[config.mk]
export PLATFORM = sky130hd
export DESIGN_NAME = pe_multistep
export DESIGN_NICKNAME = d
export VERILOG_FILES = /design/src/rtl/pe_multistep.sv
export SDC_FILE = /design/constraint.sdc
export NUM_CORES = 2
export LEC_CHECK = 0
export ABC_AREA = 1
export CAP_MARGIN = 20
export CORE_MARGIN = 2
export CORE_UTILIZATION = 60
export CTS_CLUSTER_SIZE = 28
export DETAILED_ROUTE_END_ITERATION = 10
export GPL_ROUTABILITY_DRIVEN = 0
export GPL_TIMING_DRIVEN = 0
export PLACE_DENSITY = 0.8
export SLEW_MARGIN = 10
export SYNTH_ARGS = -nofsm -noshare
export SYNTH_HDL_FRONTEND = slang
export SYNTH_SLANG_ARGS = --single-unit
[constraint.sdc]
create_clock -name clk -period 6.65 [get_ports clk]
set_input_delay 0.665 -clock clk [delete_from_list [all_inputs] [get_ports clk]]
set_output_delay 0.665 -clock clk [all_outputs]
set_load 0.02 [all_outputs]
[src/rtl/pe_multistep.sv]
// pe_multistep: multi-beat dot-product processing element.
//
// Each en beat forms sum_k in[k]*weight[k] (unsigned activation times signed
// weight). The first beat of a group adds the bias. Beats are accumulated
// across a group of step+1 beats into a saturating accumulator. The group
// result is then rounded, right-shifted, saturated, optionally ReLU-clamped,
// and presented on out with a one-cycle out_en pulse.
//
// Ports:
//   clk      rising-edge clock
//   reset    asynchronous active-low reset
//   in       N_CELL unsigned activations, cell k at [k*CELL_BIT +: CELL_BIT]
//   weight   N_CELL two's-complement weights, same packing
//   bias     signed bias, added on the first beat of a group only
//   en       beat valid
//   step     group length minus one (sampled on the first beat)
//   shift    output right-shift amount (sampled on the first beat)
//   relu_en  clamp negative results to zero (sampled on the first beat)
//   clear    synchronous group abort
//   out      signed result, held between pulses
//   out_en   one-cycle result-valid pulse
module pe_multistep #(
    parameter int CELL_BIT  = 8,
    parameter int N_CELL    = 9,
    parameter int BIAS_BIT  = 16,
    parameter int ACC_BIT   = 24,
    parameter int OUT_BIT   = 8,
    parameter int STEP_BIT  = 3,
    parameter int SHIFT_BIT = 4
) (
    input  logic                       clk,
    input  logic                       reset,
    input  logic [CELL_BIT*N_CELL-1:0] in,
    input  logic [CELL_BIT*N_CELL-1:0] weight,
    input  logic [BIAS_BIT-1:0]        bias,
    input  logic                       en,
    input  logic [STEP_BIT-1:0]        step,
    input  logic [SHIFT_BIT-1:0]       shift,
    input  logic                       relu_en,
    input  logic                       clear,
    output logic [OUT_BIT-1:0]         out,
    output logic                       out_en
);

    localparam int PROD_W = 2*CELL_BIT + 1;
    localparam int DOT_W  = PROD_W + $clog2(N_CELL);
    localparam int BEAT_W = ((DOT_W > BIAS_BIT) ? DOT_W : BIAS_BIT) + 1;
    localparam int SUM_W  = ((BEAT_W > ACC_BIT) ? BEAT_W : ACC_BIT) + 1;
    localparam int RND_W  = ACC_BIT + 1;

    function automatic logic signed [ACC_BIT-1:0] sat_acc(input logic signed [SUM_W-1:0] v);
        if (!v[SUM_W-1] && (|v[SUM_W-2:ACC_BIT-1]))
            sat_acc = {1'b0, {(ACC_BIT-1){1'b1}}};
        else if (v[SUM_W-1] && !(&v[SUM_W-2:ACC_BIT-1]))
            sat_acc = {1'b1, {(ACC_BIT-1){1'b0}}};
        else
            sat_acc = v[ACC_BIT-1:0];
    endfunction

    function automatic logic signed [OUT_BIT-1:0] sat_out(input logic signed [RND_W-1:0] v);
        if (!v[RND_W-1] && (|v[RND_W-2:OUT_BIT-1]))
            sat_out = {1'b0, {(OUT_BIT-1){1'b1}}};
        else if (v[RND_W-1] && !(&v[RND_W-2:OUT_BIT-1]))
            sat_out = {1'b1, {(OUT_BIT-1){1'b0}}};
        else
            sat_out = v[OUT_BIT-1:0];
    endfunction

    // Round half up, then arithmetic shift (floor); one guard bit absorbs the rounding add.
    function automatic logic signed [RND_W-1:0] round_shift(input logic signed [ACC_BIT-1:0] a,
                                                             input logic [SHIFT_BIT-1:0] sh);
        logic signed [RND_W-1:0] ext;
        ext = RND_W'(a);
        if (sh != '0)
            ext = ext + (RND_W'(1) <<< (sh - 1'b1));
        return ext >>> sh;
    endfunction

    function automatic logic [OUT_BIT-1:0] post_proc(input logic signed [ACC_BIT-1:0] a,
                                                     input logic [SHIFT_BIT-1:0] sh,
                                                     input logic relu);
        logic signed [OUT_BIT-1:0] r;
        r = sat_out(round_shift(a, sh));
        if (relu && r[OUT_BIT-1])
            r = '0;
        return r;
    endfunction

    // Group control and captured configuration
    logic [STEP_BIT-1:0]  cnt_q, cnt_d, step_q, step_d, step_eff;
    logic [SHIFT_BIT-1:0] shift_q, shift_d;
    logic                 relu_q, relu_d;
    logic                 first_beat, last_beat, beat_go;

    // Stage 1 registers
    logic                     vld_p1_q, vld_p1_d, first_p1_q, first_p1_d, last_p1_q, last_p1_d;
    logic                     relu_p1_q, relu_p1_d;
    logic [SHIFT_BIT-1:0]     shift_p1_q, shift_p1_d;
    logic signed [BEAT_W-1:0] beat_p1_q, beat_p1_d;

    // Stage 2 registers
    logic signed [ACC_BIT-1:0] acc_p2_q, acc_p2_d;
    logic                      pend_p2_q, pend_p2_d, relu_p2_q, relu_p2_d;
    logic [SHIFT_BIT-1:0]      shift_p2_q, shift_p2_d;

    // Output registers
    logic [OUT_BIT-1:0] out_q, out_d;
    logic               out_en_q, out_en_d;

    logic signed [PROD_W-1:0] prod [N_CELL];
    logic signed [BEAT_W-1:0] beat_val;

    // Stage 0: beat formation and group counter
    always_comb begin
        first_beat = (cnt_q == '0);
        step_eff   = first_beat ? step : step_q;
        last_beat  = (cnt_q == step_eff);
        beat_go    = en && !clear;

        prod     = '{default: '0};
        beat_val = '0;
        for (int k = 0; k < N_CELL; k++) begin
            prod[k]  = PROD_W'($signed({1'b0, in[k*CELL_BIT +: CELL_BIT]}))
                     * PROD_W'($signed(weight[k*CELL_BIT +: CELL_BIT]));
            beat_val = beat_val + BEAT_W'(prod[k]);
        end
        if (first_beat)
            beat_val = beat_val + BEAT_W'($signed(bias));

        cnt_d   = cnt_q;
        step_d  = step_q;
        shift_d = shift_q;
        relu_d  = relu_q;
        if (clear) begin
            cnt_d = '0;
        end else if (en) begin
            cnt_d = last_beat ? '0 : cnt_q + 1'b1;
            if (first_beat) begin
                step_d  = step;
                shift_d = shift;
                relu_d  = relu_en;
            end
        end

        vld_p1_d   = beat_go;
        beat_p1_d  = beat_val;
        first_p1_d = first_beat;
        last_p1_d  = last_beat;
        shift_p1_d = first_beat ? shift : shift_q;
        relu_p1_d  = first_beat ? relu_en : relu_q;
    end

    // Stage 1 -> 2: accumulate; clear drops the stage-1 beat and zeroes the sum
    always_comb begin
        acc_p2_d   = acc_p2_q;
        pend_p2_d  = 1'b0;
        shift_p2_d = shift_p2_q;
        relu_p2_d  = relu_p2_q;
        if (clear) begin
            acc_p2_d = '0;
        end else if (vld_p1_q) begin
            acc_p2_d   = first_p1_q ? sat_acc(SUM_W'(beat_p1_q))
                                    : sat_acc(SUM_W'(acc_p2_q) + SUM_W'(beat_p1_q));
            pend_p2_d  = last_p1_q;
            shift_p2_d = shift_p1_q;
            relu_p2_d  = relu_p1_q;
        end
    end

    // Stage 2 -> output: a finished sum in stage 2 is emitted even under clear
    always_comb begin
        out_en_d = pend_p2_q;
        out_d    = pend_p2_q ? post_proc(acc_p2_q, shift_p2_q, relu_p2_q) : out_q;
    end

    always_ff @(posedge clk or negedge reset) begin
        if (!reset) begin
            cnt_q      <= '0;
            step_q     <= '0;
            shift_q    <= '0;
            relu_q     <= 1'b0;
            vld_p1_q   <= 1'b0;
            first_p1_q <= 1'b0;
            last_p1_q  <= 1'b0;
            shift_p1_q <= '0;
            relu_p1_q  <= 1'b0;
            acc_p2_q   <= '0;
            pend_p2_q  <= 1'b0;
            shift_p2_q <= '0;
            relu_p2_q  <= 1'b0;
            out_q      <= '0;
            out_en_q   <= 1'b0;
        end else begin
            cnt_q      <= cnt_d;
            step_q     <= step_d;
            shift_q    <= shift_d;
            relu_q     <= relu_d;
            vld_p1_q   <= vld_p1_d;
            first_p1_q <= first_p1_d;
            last_p1_q  <= last_p1_d;
            shift_p1_q <= shift_p1_d;
            relu_p1_q  <= relu_p1_d;
            acc_p2_q   <= acc_p2_d;
            pend_p2_q  <= pend_p2_d;
            shift_p2_q <= shift_p2_d;
            relu_p2_q  <= relu_p2_d;
            out_q      <= out_d;
            out_en_q   <= out_en_d;
        end
    end

    // Beat data is qualified by vld_p1_q, so it needs no reset
    always_ff @(posedge clk) begin
        beat_p1_q <= beat_p1_d;
    end

    assign out    = out_q;
    assign out_en = out_en_q;

endmodule

== After elaboration in Yosys (flattened, before gate mapping) ==
Index checks and enable logic that the tools add are counted.

* Output and inout bits: 9
* Word-level logic and storage cells: 79
* Bits in registers: 80

* Reduce and logical (&&, ||, !) cells: 19
* Muxes and demuxes: 18
* Shift operators: 2
* Bitwise gates (word level): 1
* $mul: 9
* Eq/ne operators: 1
* Add/sub/neg operators: 13

{| class="wikitable"
|+ Operators with widths
! operator !! count
|-
| $mul A9 B8 Y17 || 9
|-
| $mux W24 || 5
|-
| $add A22 B17 Y22 || 3
|-
| $add A24 B22 Y25 || 1
|-
| $add A24 B25 Y25 || 1
|-
| $mux W25 || 1
|-
| $sshl A2 B4 Y25 const A || 1
|-
| $sshr A25 B4 Y25 || 1
|-
| $mux W8 || 3
|-
| $add A21 B17 Y22 || 1
|-
| $add A22 B16 Y22 || 1
|-
| $mux W22 || 1
|-
| $add A20 B17 Y21 || 1
|-
| $add A19 B17 Y20 || 1
|-
| $add A18 B17 Y19 || 1
|-
| $add A17 B17 Y18 || 1
|-
| $reduce_and A17 Y1 || 1
|-
| $reduce_or A17 Y1 || 1
|-
| $mux W3 || 4
|-
| $logic_and A1 B1 Y1 || 6
|-
| $logic_not A1 Y1 || 5
|-
| $mux W4 || 1
|-
| $reduce_and A2 Y1 || 2
|-
| $reduce_bool A2 Y1 || 2
|-
| other kinds (7) || 9
|}

== Depth between registers and ports, before layout ==
* Depth in word-level cells: 12
* Mapped depth: 46

== Least setup slack after synthesis ==
OpenSTA, ideal clock, no wires.

* Path kind: input port to flip-flop
* Start: in weight[63]
* End: reg beat_p1_q[21]
* Cell stages on the path: 40
* Path slack: -2,642 ps
* Data arrival time: 9,165 ps
* Path through: clkinv_1 -> or2_2 -> fa_1 -> inv_1 -> fa_1 -> fa_1 -> fa_1 -> inv_1 -> fa_1 -> inv_1 -> fa_1 -> fa_1 -> fa_1 -> fa_1 -> inv_1 -> fa_1 -> inv_1 -> ha_1 -> (+4 left out) -> a31o_2 -> xor2_1 -> ha_1 -> nand2_1 -> nor2_1 -> o21ai_0 -> o211ai_1 -> a21oi_1 -> nor2_1 -> nor2_1 -> o21ai_0 -> nand2_1 -> nand2_1 -> nand2_1 -> nand2_1 -> a21oi_1 -> o21ai_0 -> xor2_1

* Word-level cells in the longest chain between the ends: 5

{| class="wikitable"
|+ Ends and longest elaborated chain
! what !! RTL line !! RTL
|-
| start, declared || 34 || <nowiki>input logic [CELL_BIT*N_CELL-1:0] weight,</nowiki>
|-
| $mul A9 B8 Y17 (*) || 124 || <nowiki>* PROD_W'($signed(weight[k*CELL_BIT +: CELL_BIT]));</nowiki>
|-
| $add A22 B17 Y22 (*) (2 in a row) || 125 || <nowiki>beat_val = beat_val + BEAT_W'(prod[k]);</nowiki>
|-
| $add A22 B16 Y22 || 128 || <nowiki>beat_val = beat_val + BEAT_W'($signed(bias));</nowiki>
|-
| $mux W22 (*) || 127 || <nowiki>if (first_beat)</nowiki>
|-
| net beat_p1_d[21] || 99 || <nowiki>logic signed [BEAT_W-1:0] beat_p1_q, beat_p1_d;</nowiki>
|-
| end signal, assigned || 214 || <nowiki>beat_p1_q <= beat_p1_d;</nowiki>
|-
| end, declared || 99 ||
|}

The timed path passes the listed nets; every way through them passes the cells marked *.
A chain may end at the register's enable or synchronous reset.

== Worst setup path after layout ==
* Start: in weight[15]
* End: reg beat_p1_q[21]

* Word-level cells in the longest chain between the ends: 11

{| class="wikitable"
|+ Ends and longest elaborated chain
! what !! RTL line
|-
| $mul A9 B8 Y17 (*) || 124
|-
| $add A17 B17 Y18 (*) || 125
|-
| $add A18 B17 Y19 (*) || 125
|-
| $add A19 B17 Y20 (*) || 125
|-
| $add A20 B17 Y21 (*) || 125
|-
| $add A21 B17 Y22 (*) || 125
|-
| $add A22 B17 Y22 (*) (3 in a row) || 125
|-
| $add A22 B16 Y22 || 128
|-
| $mux W22 (*) || 127
|-
| net beat_p1_d[21] || 99
|}

Marked as above.

==> metrics.yaml <==
syn_inst: 4044
critPathLaunch: "weight[15]"
period_needed_ns: 9.43
synth_area_um2: 31000
numPortBuffers: 45
route.met3.wl_mm: 5.06
pin_count: 181
cts.clk_slew.worst_paths_ns: 0.06
hold_path.class: "in -> async"
clockBufferDepth: 2
fin_ws_ns: -2.78
ant_nets: 0
fmax_mhz: 106
grt_pass1_wl_mm: 131
dieArea_um2: 53400
num_vias: 25766
final_nets: 5277
grt_pass1_vias: 26384
core_um2: 51200
cts_tree: "built"
firstDrtPassIters: 6
worstPathMaxFanout: 4
syn_nets: 5155
rr_worst_depth: 31
required_ns: 6.87
root_buffer: "clkbuf_16"
seq_area_frac_synth_pct: 6.11
wl_met2_mm: 41.8
rr_endpoint: "out[0]"
critPathLaunchType: "input port"
start_util_pct: 60.5
grt_remaining_overflow: 0
fin_crit_sh_pct: 142
cts_buffers: 9
synth.avg_cell_area_um2: 7.66
rsz0062_at_grt: "yes"
grt_start_max_net_pins: 38
wl_per_cell_um: 17.2
critPathArrivalTime_ns: 9.65
wl_met1_mm: 31.7
crit_type: "in -> reg"
drive_above_1_share_pct: 13.4
hold_ws_ns: 0.297
die_h_um: 231
first_iter_violations: 1854
htree_levels: 3
synth_seq_cells: 80
finClkSkew_ns: 0.0166
clock_latency_ns: 0.34
rrSetupSlack_ns: 2.22
drt-total-wl_mm: 83.2
endpoint: "beat_p1_q[21]"
drc_errors: 0
yosysWarnings: 0
finalSetupViolCount: 18
hold_viol_final: 0
drv_slew: 0
hold_buffers: 0
reg2reg_from: "shift_p2_q[0]"
viasPerCell: 5.31
die_w_um: 231
worst_path_largest_cell_delay_ns: 0.61
maxCapViolCount: 0
dpl_cell_area_um2: 33000
antenna_found_initial: 1
violations: "negative setup slack"
cp-end-kind: "flop"
ys_types: 57
highest_layer: "met5"
clock-sinks: 80
maxSlewHeadroom_pct: 58.8
slowest_stage: "fa_2"
status: "finished, violations left"
num_rows: 83
design_area_um2: 35000
track_usage_pct: 31.2
area_growth_pct: 13.1
worst_pin_slew_ns: 0.619
place_hpwl_mm: 69.6
sequential cells by signal, indices dropped and copies added (netlist names), 3 cells and up:
signal and count:
acc_p2_q 24, beat_p1_q 22, cnt_q 3, out 8, shift_p1_q 4, shift_p2_q 4
shift_q 4, step_q 3
critical path, delay by kind of cell:
| family | cells | cell delay, ns |
|---|---|---|
| adders and majority gates | 12 | 5.63 |
| and+or+nand+nor | 12 | 1.54 |
| AOI/OAI and AO/OA | 7 | 0.95 |
| xor gates and xnor gates | 2 | 0.43 |
| buffers and inverters | 8 | 0.43 |
final cells by class:
cell class	count	area, µm²
Tap cell	680	851
Inverter	1240	4720
Timing Repair Buffer	111	1040
Antenna cell	2	5.00
Sequential cell	80	1890
Clock buffer	9	225
Buffer	178	1530
Fill cell	3943	16200
Clock inverter	7	80.1
Multi-Input combinational cell	2546	24700
cells in the final DEF, fill, tap and decap left out, types with 6 or more instances in the layout:
master / Yosys / layout
ha_1: 360 / 336
fa_1: 579 / 533
o21ai_2: 1 / 7
nor3_1: 9 / 9
inv_2: 11 / 58
or2_4: 0 / 6
nand2_4: 2 / 12
xnor2_1: 24 / 21
nand4_1: 9 / 9
nor2_1: 119 / 113
clkbuf_4: 0 / 25
or2_2: 27 / 21
o211ai_1: 26 / 26
nand2_1: 859 / 828
nand3_1: 163 / 161
a21oi_1: 80 / 63
buf_6: 9 / 25
nand3b_1: 6 / 6
clkbuf_16: 0 / 17
nand3_2: 23 / 24
dfxtp_1: 22 / 22
inv_1: 1220 / 1169
dfrtp_1: 58 / 58
o21ai_0: 118 / 98
fa_2: 0 / 46
clkbuf_1: 155 / 23
clkbuf_8: 0 / 38
o21ai_1: 17 / 29
clkbuf_2: 1 / 44
ha_4: 0 / 22
a21oi_2: 3 / 15
buf_2: 5 / 12
xor2_1: 41 / 32
buf_4: 6 / 69
nand2_2: 20 / 41
clkdlybuf4s50_1: 0 / 35
per-layer routing:
metal | GRT usage [%] | up-vias
met5 | 0 | -
met2 | 56.1 | 1061
met1 | 38.7 | 12448
met4 | 13.2 | 2
li1 | - | 11953
met3 | 2.47 | 302
worst min-delay path by stage:
stage                         from           to  slack (ns)  cells past startpoint
after floorplan           out_en_d       out_en        0.35                      0
after global placement    out_en_d       out_en        0.36                      0
after detailed placement  out_en_d       out_en        0.38                      0
after CTS                    reset  acc_p2_q[1]        0.30                      1
after global routing         reset  acc_p2_q[2]        0.32                      1
final                        reset  acc_p2_q[1]        0.30                      1
cell families after synthesis:
group                    share of synthesized area (%)
AO/OA/AOI/OAI                                     5.22
AND/OR/NAND/NOR                                   17.2
multiplexers                                     0.129
flip-flops                                        6.11
XOR/XNOR                                          1.84
adder cells (fa/ha/maj)                           52.0
buffers and inverters                             17.5
stage by stage:
stage | utilization [%] | setup slack (ns) | std cells | TNS, ns
after floorplan | - | -2.27 | 4044 | -26.26
after global placement | 64.5 | -3.96 | 4769 | -48.90
after detailed placement | 64.5 | -4.07 | 4770 | -50.90
after CTS | 67.4 | -2.35 | 4829 | -27.27
after global routing | 68.4 | -3.04 | 4851 | -34.89
final | 68.4 | -2.78 | 4853 | -31.54
cell usage after synthesis (all sizes together):
library cell,number,area [µm²]
inv,1232,4630
nand2,881,3370
fa,579,11600
ha,360,4500
nand3,187,1060
clkbuf,156,587
o21ai,136,684
nor2,123,485
a21oi,83,427
dfrtp,58,1450
xor2,41,359
or2,30,188
o211ai,26,195
xnor2,24,210
buf,22,179
dfxtp,22,440
nor3,12,81.3
nand4,9,56.3
a31oi,8,50.1
clkinv,8,30.0
o21bai,7,63.8
nand3b,6,45.0
a21o,4,30.0
mux2i,4,40.0
nor4,4,25.0
o221ai,4,35.0
a21boi,3,22.5
o22ai,3,18.8
a211oi,2,15.0
a31o,2,17.5
o21a,2,15.0
o31ai,2,15.0
and3,1,6.26
o2111ai,1,8.76
o311ai,1,8.76
o32ai,1,8.76
repair_timing:
action / CTS / global route
endpoints found under the setup margin: 18 / 19
gates resized for setup: 318 / 125
pin swaps: 106 / 98
hold endpoints to repair: 0 / 0
buffers inserted: 43 / 22
Power is not shown: default switching activity piles up to over one toggle a cycle in this logic, so the estimate is an artifact.
